### src/rtl/vend_pkg.sv
// Shared item codes and FSM state encoding for the vending dispense arbiter.
package vend_pkg;

  localparam logic [1:0] ITEM_CHG = 2'b00;
  localparam logic [1:0] ITEM_D1  = 2'b01;
  localparam logic [1:0] ITEM_D2  = 2'b10;
  localparam logic [1:0] ITEM_BAD = 2'b11;

  typedef enum logic [2:0] {
    S_IDLE  = 3'd0,
    S_DRINK = 3'd1,
    S_DGAP  = 3'd2,
    S_COIN  = 3'd3,
    S_CGAP  = 3'd4,
    S_DONE  = 3'd5
  } vend_state_e;

endpackage

### src/rtl/vend_dispense_arb_rr_pick.sv
// Combinational round-robin picker: first asserted req scanning from last+1 (mod NREQ).
module rr_pick #(
  parameter  int unsigned NREQ = 2,
  localparam int unsigned IDW  = $clog2(NREQ)
) (
  input  logic [NREQ-1:0] req,
  input  logic [IDW-1:0]  last,
  output logic            valid_c,
  output logic [IDW-1:0]  idx_c
);

  // Scan offsets from farthest to nearest so the nearest hit after 'last' wins.
  always_comb begin
    valid_c = 1'b0;
    idx_c   = '0;
    for (int i = int'(NREQ); i >= 1; i--) begin
      for (int j = 0; j < int'(NREQ); j++) begin
        if ((j == ((int'(last) + i) % int'(NREQ))) && req[j]) begin
          valid_c = 1'b1;
          idx_c   = IDW'(j);
        end
      end
    end
  end

endmodule

### src/rtl/vend_dispense_arb.sv
// Round-robin arbiter sharing one drink/coin dispense mechanism between NREQ sellers.
// Optional VEND_STATS_EN adds vend_cnt, a saturating count of drinks dispensed.
module vend_dispense_arb
  import vend_pkg::*;
#(
  parameter  int unsigned NREQ      = 2,
  parameter  int unsigned PULSE_CYC = 4,
  parameter  int unsigned GAP_CYC   = 2,
  parameter  int unsigned CHG_W     = 3,
  localparam int unsigned IDW       = $clog2(NREQ)
) (
  input  logic                  clk,
  input  logic                  rst,
  input  logic [NREQ-1:0]       req,
  input  logic [2*NREQ-1:0]     item,
  input  logic [NREQ*CHG_W-1:0] chg,
  output logic [NREQ-1:0]       ack,
  output logic                  err,
  output logic                  busy,
  output logic [IDW-1:0]        gnt_id,
  output logic                  drink1_pls,
  output logic                  drink2_pls,
`ifdef VEND_STATS_EN
  output logic [15:0]           vend_cnt,
`endif
  output logic                  coin_pls
);

  localparam int unsigned MAXC = (PULSE_CYC > GAP_CYC) ? PULSE_CYC : GAP_CYC;
  localparam int unsigned PH_W = (MAXC > 1) ? $clog2(MAXC) : 1;
  localparam logic [PH_W-1:0] PH_PULSE_LAST = PH_W'(PULSE_CYC - 1);
  localparam logic [PH_W-1:0] PH_GAP_LAST   = PH_W'(GAP_CYC - 1);

  vend_state_e       state_q, state_d;
  logic [PH_W-1:0]   phase_q, phase_d;
  logic [1:0]        item_q, item_d;
  logic [CHG_W-1:0]  chg_q, chg_d;
  logic [IDW-1:0]    gnt_q, gnt_d;
  logic [IDW-1:0]    last_q, last_d;
  logic              mask_q, mask_d;
  logic [NREQ-1:0]   ack_q, ack_d;
  logic              err_q, err_d;
  logic              busy_q, busy_d;
  logic              d1_q, d1_d;
  logic              d2_q, d2_d;
  logic              coin_q, coin_d;

  logic [NREQ-1:0]   req_vis_c;
  logic              pick_valid_c;
  logic [IDW-1:0]    pick_idx_c;
  logic [1:0]        item_sel_c;
  logic [CHG_W-1:0]  chg_sel_c;

  // Hide the just-acked requester for the single IDLE cycle after DONE.
  always_comb begin
    req_vis_c = req;
    if (mask_q) req_vis_c = req & ~(NREQ'(1) << gnt_q);
  end

  rr_pick #(.NREQ(NREQ)) u_pick (
    .req     (req_vis_c),
    .last    (last_q),
    .valid_c (pick_valid_c),
    .idx_c   (pick_idx_c)
  );

  // Select the winning requester's item and change fields.
  always_comb begin
    item_sel_c = '0;
    chg_sel_c  = '0;
    for (int i = 0; i < int'(NREQ); i++) begin
      if (pick_idx_c == IDW'(i)) begin
        item_sel_c = item[2*i +: 2];
        chg_sel_c  = chg[CHG_W*i +: CHG_W];
      end
    end
  end

  // Next-state, phase/change counters, and next values of the registered outputs.
  always_comb begin
    state_d = state_q;
    phase_d = phase_q;
    item_d  = item_q;
    chg_d   = chg_q;
    gnt_d   = gnt_q;
    last_d  = last_q;
    mask_d  = 1'b0;

    case (state_q)
      S_IDLE: begin
        if (pick_valid_c) begin
          gnt_d   = pick_idx_c;
          last_d  = pick_idx_c;
          item_d  = item_sel_c;
          chg_d   = chg_sel_c;
          phase_d = '0;
          case (item_sel_c)
            ITEM_D1, ITEM_D2: state_d = S_DRINK;
            ITEM_CHG:         state_d = (chg_sel_c != '0) ? S_COIN : S_DONE;
            default:          state_d = S_DONE;
          endcase
        end
      end
      S_DRINK: begin
        if (phase_q == PH_PULSE_LAST) begin
          phase_d = '0;
          state_d = S_DGAP;
        end else begin
          phase_d = phase_q + PH_W'(1);
        end
      end
      S_DGAP: begin
        if (phase_q == PH_GAP_LAST) begin
          phase_d = '0;
          state_d = (chg_q != '0) ? S_COIN : S_DONE;
        end else begin
          phase_d = phase_q + PH_W'(1);
        end
      end
      S_COIN: begin
        if (phase_q == PH_PULSE_LAST) begin
          phase_d = '0;
          if (chg_q != '0) chg_d = chg_q - CHG_W'(1);
          state_d = S_CGAP;
        end else begin
          phase_d = phase_q + PH_W'(1);
        end
      end
      S_CGAP: begin
        if (phase_q == PH_GAP_LAST) begin
          phase_d = '0;
          state_d = (chg_q != '0) ? S_COIN : S_DONE;
        end else begin
          phase_d = phase_q + PH_W'(1);
        end
      end
      S_DONE: begin
        state_d = S_IDLE;
        mask_d  = 1'b1;
      end
      default: state_d = S_IDLE;
    endcase

    ack_d  = (state_d == S_DONE) ? (NREQ'(1) << gnt_d) : '0;
    err_d  = (state_d == S_DONE) && (item_d == ITEM_BAD);
    busy_d = (state_d != S_IDLE);
    d1_d   = (state_d == S_DRINK) && (item_d == ITEM_D1);
    d2_d   = (state_d == S_DRINK) && (item_d == ITEM_D2);
    coin_d = (state_d == S_COIN);
  end

  // State, datapath and output registers.
  always_ff @(posedge clk or negedge rst) begin
    if (!rst) begin
      state_q <= S_IDLE;
      phase_q <= '0;
      item_q  <= '0;
      chg_q   <= '0;
      gnt_q   <= '0;
      last_q  <= IDW'(NREQ - 1);
      mask_q  <= 1'b0;
      ack_q   <= '0;
      err_q   <= 1'b0;
      busy_q  <= 1'b0;
      d1_q    <= 1'b0;
      d2_q    <= 1'b0;
      coin_q  <= 1'b0;
    end else begin
      state_q <= state_d;
      phase_q <= phase_d;
      item_q  <= item_d;
      chg_q   <= chg_d;
      gnt_q   <= gnt_d;
      last_q  <= last_d;
      mask_q  <= mask_d;
      ack_q   <= ack_d;
      err_q   <= err_d;
      busy_q  <= busy_d;
      d1_q    <= d1_d;
      d2_q    <= d2_d;
      coin_q  <= coin_d;
    end
  end

  assign ack        = ack_q;
  assign err        = err_q;
  assign busy       = busy_q;
  assign gnt_id     = gnt_q;
  assign drink1_pls = d1_q;
  assign drink2_pls = d2_q;
  assign coin_pls   = coin_q;

`ifdef VEND_STATS_EN
  logic [15:0] vend_cnt_q, vend_cnt_d;

  // Count drinks on the final DRINK cycle, saturating at all-ones.
  always_comb begin
    vend_cnt_d = vend_cnt_q;
    if ((state_q == S_DRINK) && (phase_q == PH_PULSE_LAST) && (vend_cnt_q != 16'hFFFF))
      vend_cnt_d = vend_cnt_q + 16'd1;
  end

  // Drink counter register.
  always_ff @(posedge clk or negedge rst) begin
    if (!rst) vend_cnt_q <= '0;
    else      vend_cnt_q <= vend_cnt_d;
  end

  assign vend_cnt = vend_cnt_q;
`endif

endmodule

### config.mk
export PLATFORM = sky130hd
export DESIGN_NAME = vend_dispense_arb
export DESIGN_NICKNAME = d
export VERILOG_FILES = /design/src/rtl/vend_pkg.sv /design/src/rtl/vend_dispense_arb_rr_pick.sv /design/src/rtl/vend_dispense_arb.sv
export SDC_FILE = /design/constraint.sdc
export NUM_CORES = 1
export LEC_CHECK = 0
export CAP_MARGIN = 5
export CORE_MARGIN = 2
export CORE_UTILIZATION = 55
export DETAILED_ROUTE_END_ITERATION = 6
export PLACE_DENSITY = 0.85
export RECOVER_POWER = 50
export SYNTH_ARGS = -nofsm -noshare
export SYNTH_HDL_FRONTEND = slang
export SYNTH_SLANG_ARGS = --single-unit
### constraint.sdc
create_clock -name clk -period 4.55 [get_ports clk]
set_clock_uncertainty 0.2 [all_clocks]
set_input_delay 0.455 -clock clk [delete_from_list [all_inputs] [get_ports clk]]
set_output_delay 0.455 -clock clk [all_outputs]
set_load 0.02 [all_outputs]
==> flow_metrics.py <==
metrics = {
    "sta": {
        "drv_slew": 0,
        "max-slew-margin-rel_pct": 36.52,
        "setup_violations": 0,
        "tns_ps": 0,
        "grt_setup_unrepaired": "false",
        "timing.final.ws_setup_ps": 1802,
        "hold_viol": 0,
        "fin_crit_sh_pct": 60.39,
        "whs_ps": 333.4,
        "final.min_clock_period_ps": 2748,
        "tightest_slew_ps": 948.7,
        "max_freq_mhz": 363.9,
    },
    "pwr": {
        "power-per-cell-area_nw_per_um2": 657.5,
        "internal_power_uw": 591.4,
        "vdd_drop_max_mv": 0.4183,
        "p_comb_share_pct": 54.6,
        "switchingPower_uw": 435.3,
        "seq_power_share_pct": 30.7,
        "clock_power_share_pct": 14.7,
        "switching_share_pct": 42.40,
        "power_leakage_uw": 0.0007053,
    },
    "clocking": {
        "htreeDepth": 1,
        "post_cts_resize_count": 0,
        "root_buffer": "clkbuf_4",
        "cts_setup_buffers": 0,
        "clk_pin_slew_ps": 130,
        "cts_num_sinks": 20,
        "clock_latency_ps": 320,
        "clockBufferDepth": 2,
        "tritoncts": "done",
        "cts_inserted_buffers": 3,
        "hold_buffers": 0,
    },
    "logic_synthesis": {
        "yosys_warnings": 0,
        "netlist_area_um2": 1304,
        "seq_area_frac_synth_pct": 38.48,
        "syn_avg_cell_area_um2": 10.27,
        "synth_nets": 146,
        "synthArstFlopShare_pct": 100.0,
        "ys_ff_latch": 20,
        "synthCells": 127,
        "ys.flop_type": "dfrtp_1",
        "ys_types": 45,
        "synth-edff-count": 0,
    },
    "cells_and_area": {
        "syn2layout_area_growth_pct": 19.77,
        "antenna_cells": 0,
        "nets": 170,
        "layout_common_cells": "19 x dfrtp_1, 19 x clkdlybuf4s50_1, 9 x nand2_1, 9 x nor2_1, 8 x a21oi_1",
        "design_area_um2": 1562,
        "drive_gt1_share_pct": 16.67,
    },
    "placed_design": {
        "place.port_buffers": 21,
        "placed_area_um2": 1530,
        "place_congestion": 0.8074,
        "pre_cts_ws_ps": 1900,
        "dp_hpwl_um": 2221,
    },
    "global_routing": {
        "grtUsageTotal_pct": 23.49,
        "grt_pass1_wl_um": 4698,
        "grt_pass1_vias": 1054,
        "antenna_found_initial": 0,
        "grt_max_degree": 21,
        "grt_overflow": 0,
    },
    "critical_path": {
        "startpoint_type": "flop",
        "reg2reg_depth": 6,
        "path_class": "flop to flop",
        "path_max_fanout": 13,
        "endpoint_kind": "flop",
        "path_cells": "or3_1 > o21bai_4 > nor2_1 > a221o_1 > o211ai_2 > nor2b_1",
        "slowest_stage": "nor2_1",
        "crit_required_ps": 4600,
        "r2r-end": "ack[1]$_DFF_PN0_",
        "arrival_ps": 2790,
        "max_stage_delay_ps": 730,
        "timing.rr.start": "state_q[2]$_DFF_PN0_",
        "r2r_slack_ps": 1800,
    },
    "flow_run": {
        "maxCapViolCount": 0,
    },
    "run_status": {
        "outcome": "finished clean",
    },
    "route": {
        "wl_per_cell_um": 16.45,
        "num_vias": 1026,
        "routed_wl_um": 2928,
        "dr.pass1.iters": 4,
        "via_per_inst": 5.764,
        "postRouteAntennaNets": 0,
        "dr.first_iter.drc_count": 43,
        "post-route-drc-count": 0,
    },
    "hold_path": {
        "hold_end": "last_q$_DFFE_PN1P_",
        "holdPathStages": 2,
        "holdCritStartpoint": "last_q$_DFFE_PN1P_",
        "hold_class": "flop to flop",
    },
    "floorplanning": {
        "rows": 17,
        "dieHeight_um": 52.69,
        "dieWidth_um": 52.69,
        "io_pins": 22,
        "core_um2": 2233,
        "start_util_pct": 58.38,
        "die_area_um2": 2776,
    },
}
[per-stage QoR]
step | utilization [%] | std cells | power [uW]
after floorplan | - | 127 | 753.0
after global placement | 68.52 | 174 | 863.0
after detailed placement | 68.52 | 174 | 892.1
after CTS | 70.87 | 178 | 1043
after global routing | 69.92 | 178 | 1097
final | 69.92 | 178 | 1027
[flip-flops by register name (all words and copies together), names as in the netlist]
register,cells
gnt_id,1
err,1
phase_q,2
item_q,2
chg_q,3
drink1_pls,1
coin_pls,1
mask_q,1
busy,1
ack,2
last_q,1
state_q,3
drink2_pls,1
[critical path, delay by kind of cell (launching register included)]
family / cells / cell delay [ps]
simple gates: 3 / 1310
compound gates: 3 / 700
flops: 1 / 480
[synthesized netlist by cell type, types with 2 or more instances]
| cell | count | area (um2) |
|---|---|---|
| nor2b_1 | 5 | 31.28 |
| o21ai_0 | 7 | 35.03 |
| mux2i_1 | 6 | 60.06 |
| nor3_1 | 5 | 25.02 |
| ha_1 | 5 | 62.56 |
| and2_1 | 2 | 12.51 |
| mux2_2 | 3 | 33.78 |
| inv_1 | 7 | 26.28 |
| a211oi_1 | 3 | 22.52 |
| nand2_1 | 9 | 33.78 |
| nand2b_1 | 4 | 25.02 |
| inv_2 | 2 | 7.510 |
| and3b_1 | 2 | 17.52 |
| a21oi_2 | 2 | 17.52 |
| a21oi_1 | 8 | 40.04 |
| dfrtp_1 | 19 | 475.5 |
| nor3_2 | 3 | 30.03 |
| nor2_1 | 8 | 30.03 |
[power by group through the flow]
stage,registers (uW),clock network (uW),logic (uW)
global placement,313,0,550
finish,315,151,561
floorplan,320,0,433
CTS,314,151,579
global route,325,155,617
detailed placement,319,0,573
[worst max path at each step]
| stage | to | cells past startpoint | startpoint | slack (ps) |
|---|---|---|---|---|
| after floorplan | ack[1]$_DFF_PN0_ | 6 | gnt_id$_DFF_PN0_ | 2570 |
| after global placement | ack[1]$_DFF_PN0_ | 7 | req[0] | 2010 |
| after detailed placement | ack[1]$_DFF_PN0_ | 7 | req[0] | 1900 |
| after CTS | ack[1]$_DFF_PN0_ | 7 | req[0] | 2220 |
| after global routing | err$_DFF_PN0_ | 6 | state_q[0]$_DFF_PN0_ | 1680 |
| final | ack[1]$_DFF_PN0_ | 6 | state_q[2]$_DFF_PN0_ | 1800 |
[metal layers]
metal / wire [um] / vias to the layer above / track usage (%)
li1: - / 499 / -
met1: 1236 / 473 / 28.91
met2: 1457 / 45 / 41.67
met3: 195 / 9 / 4.286
met4: 39 / 0 / 6.410
met5: 0 / - / 0
[area by class of cell]
| class | instances | area [um2] |
|---|---|---|
| tap | 28 | 35.03 |
| sequential | 20 | 501.7 |
| multi-input combinational | 96 | 728.2 |
| clock inverter | 1 | 30.03 |
| clock buffer | 3 | 22.52 |
| timing repair buffer | 21 | 210.2 |
| fill | 188 | 671.9 |
| inverter | 9 | 33.78 |
[logic make-up (layout without fill, tap and decap cells)]
kind of cell,count (synthesis),in the layout,share of synthesized area [%]
AOI/OAI and AO/OA,34,34,20.06
xor gates and xnor gates,1,1,0.6719
adders and majority gates,5,5,4.798
buffers and inverters,11,34,4.031
DFF,20,20,38.48
muxes,9,9,7.198
and+or+nand+nor,47,47,24.76
(Power assumes the default switching activity.)
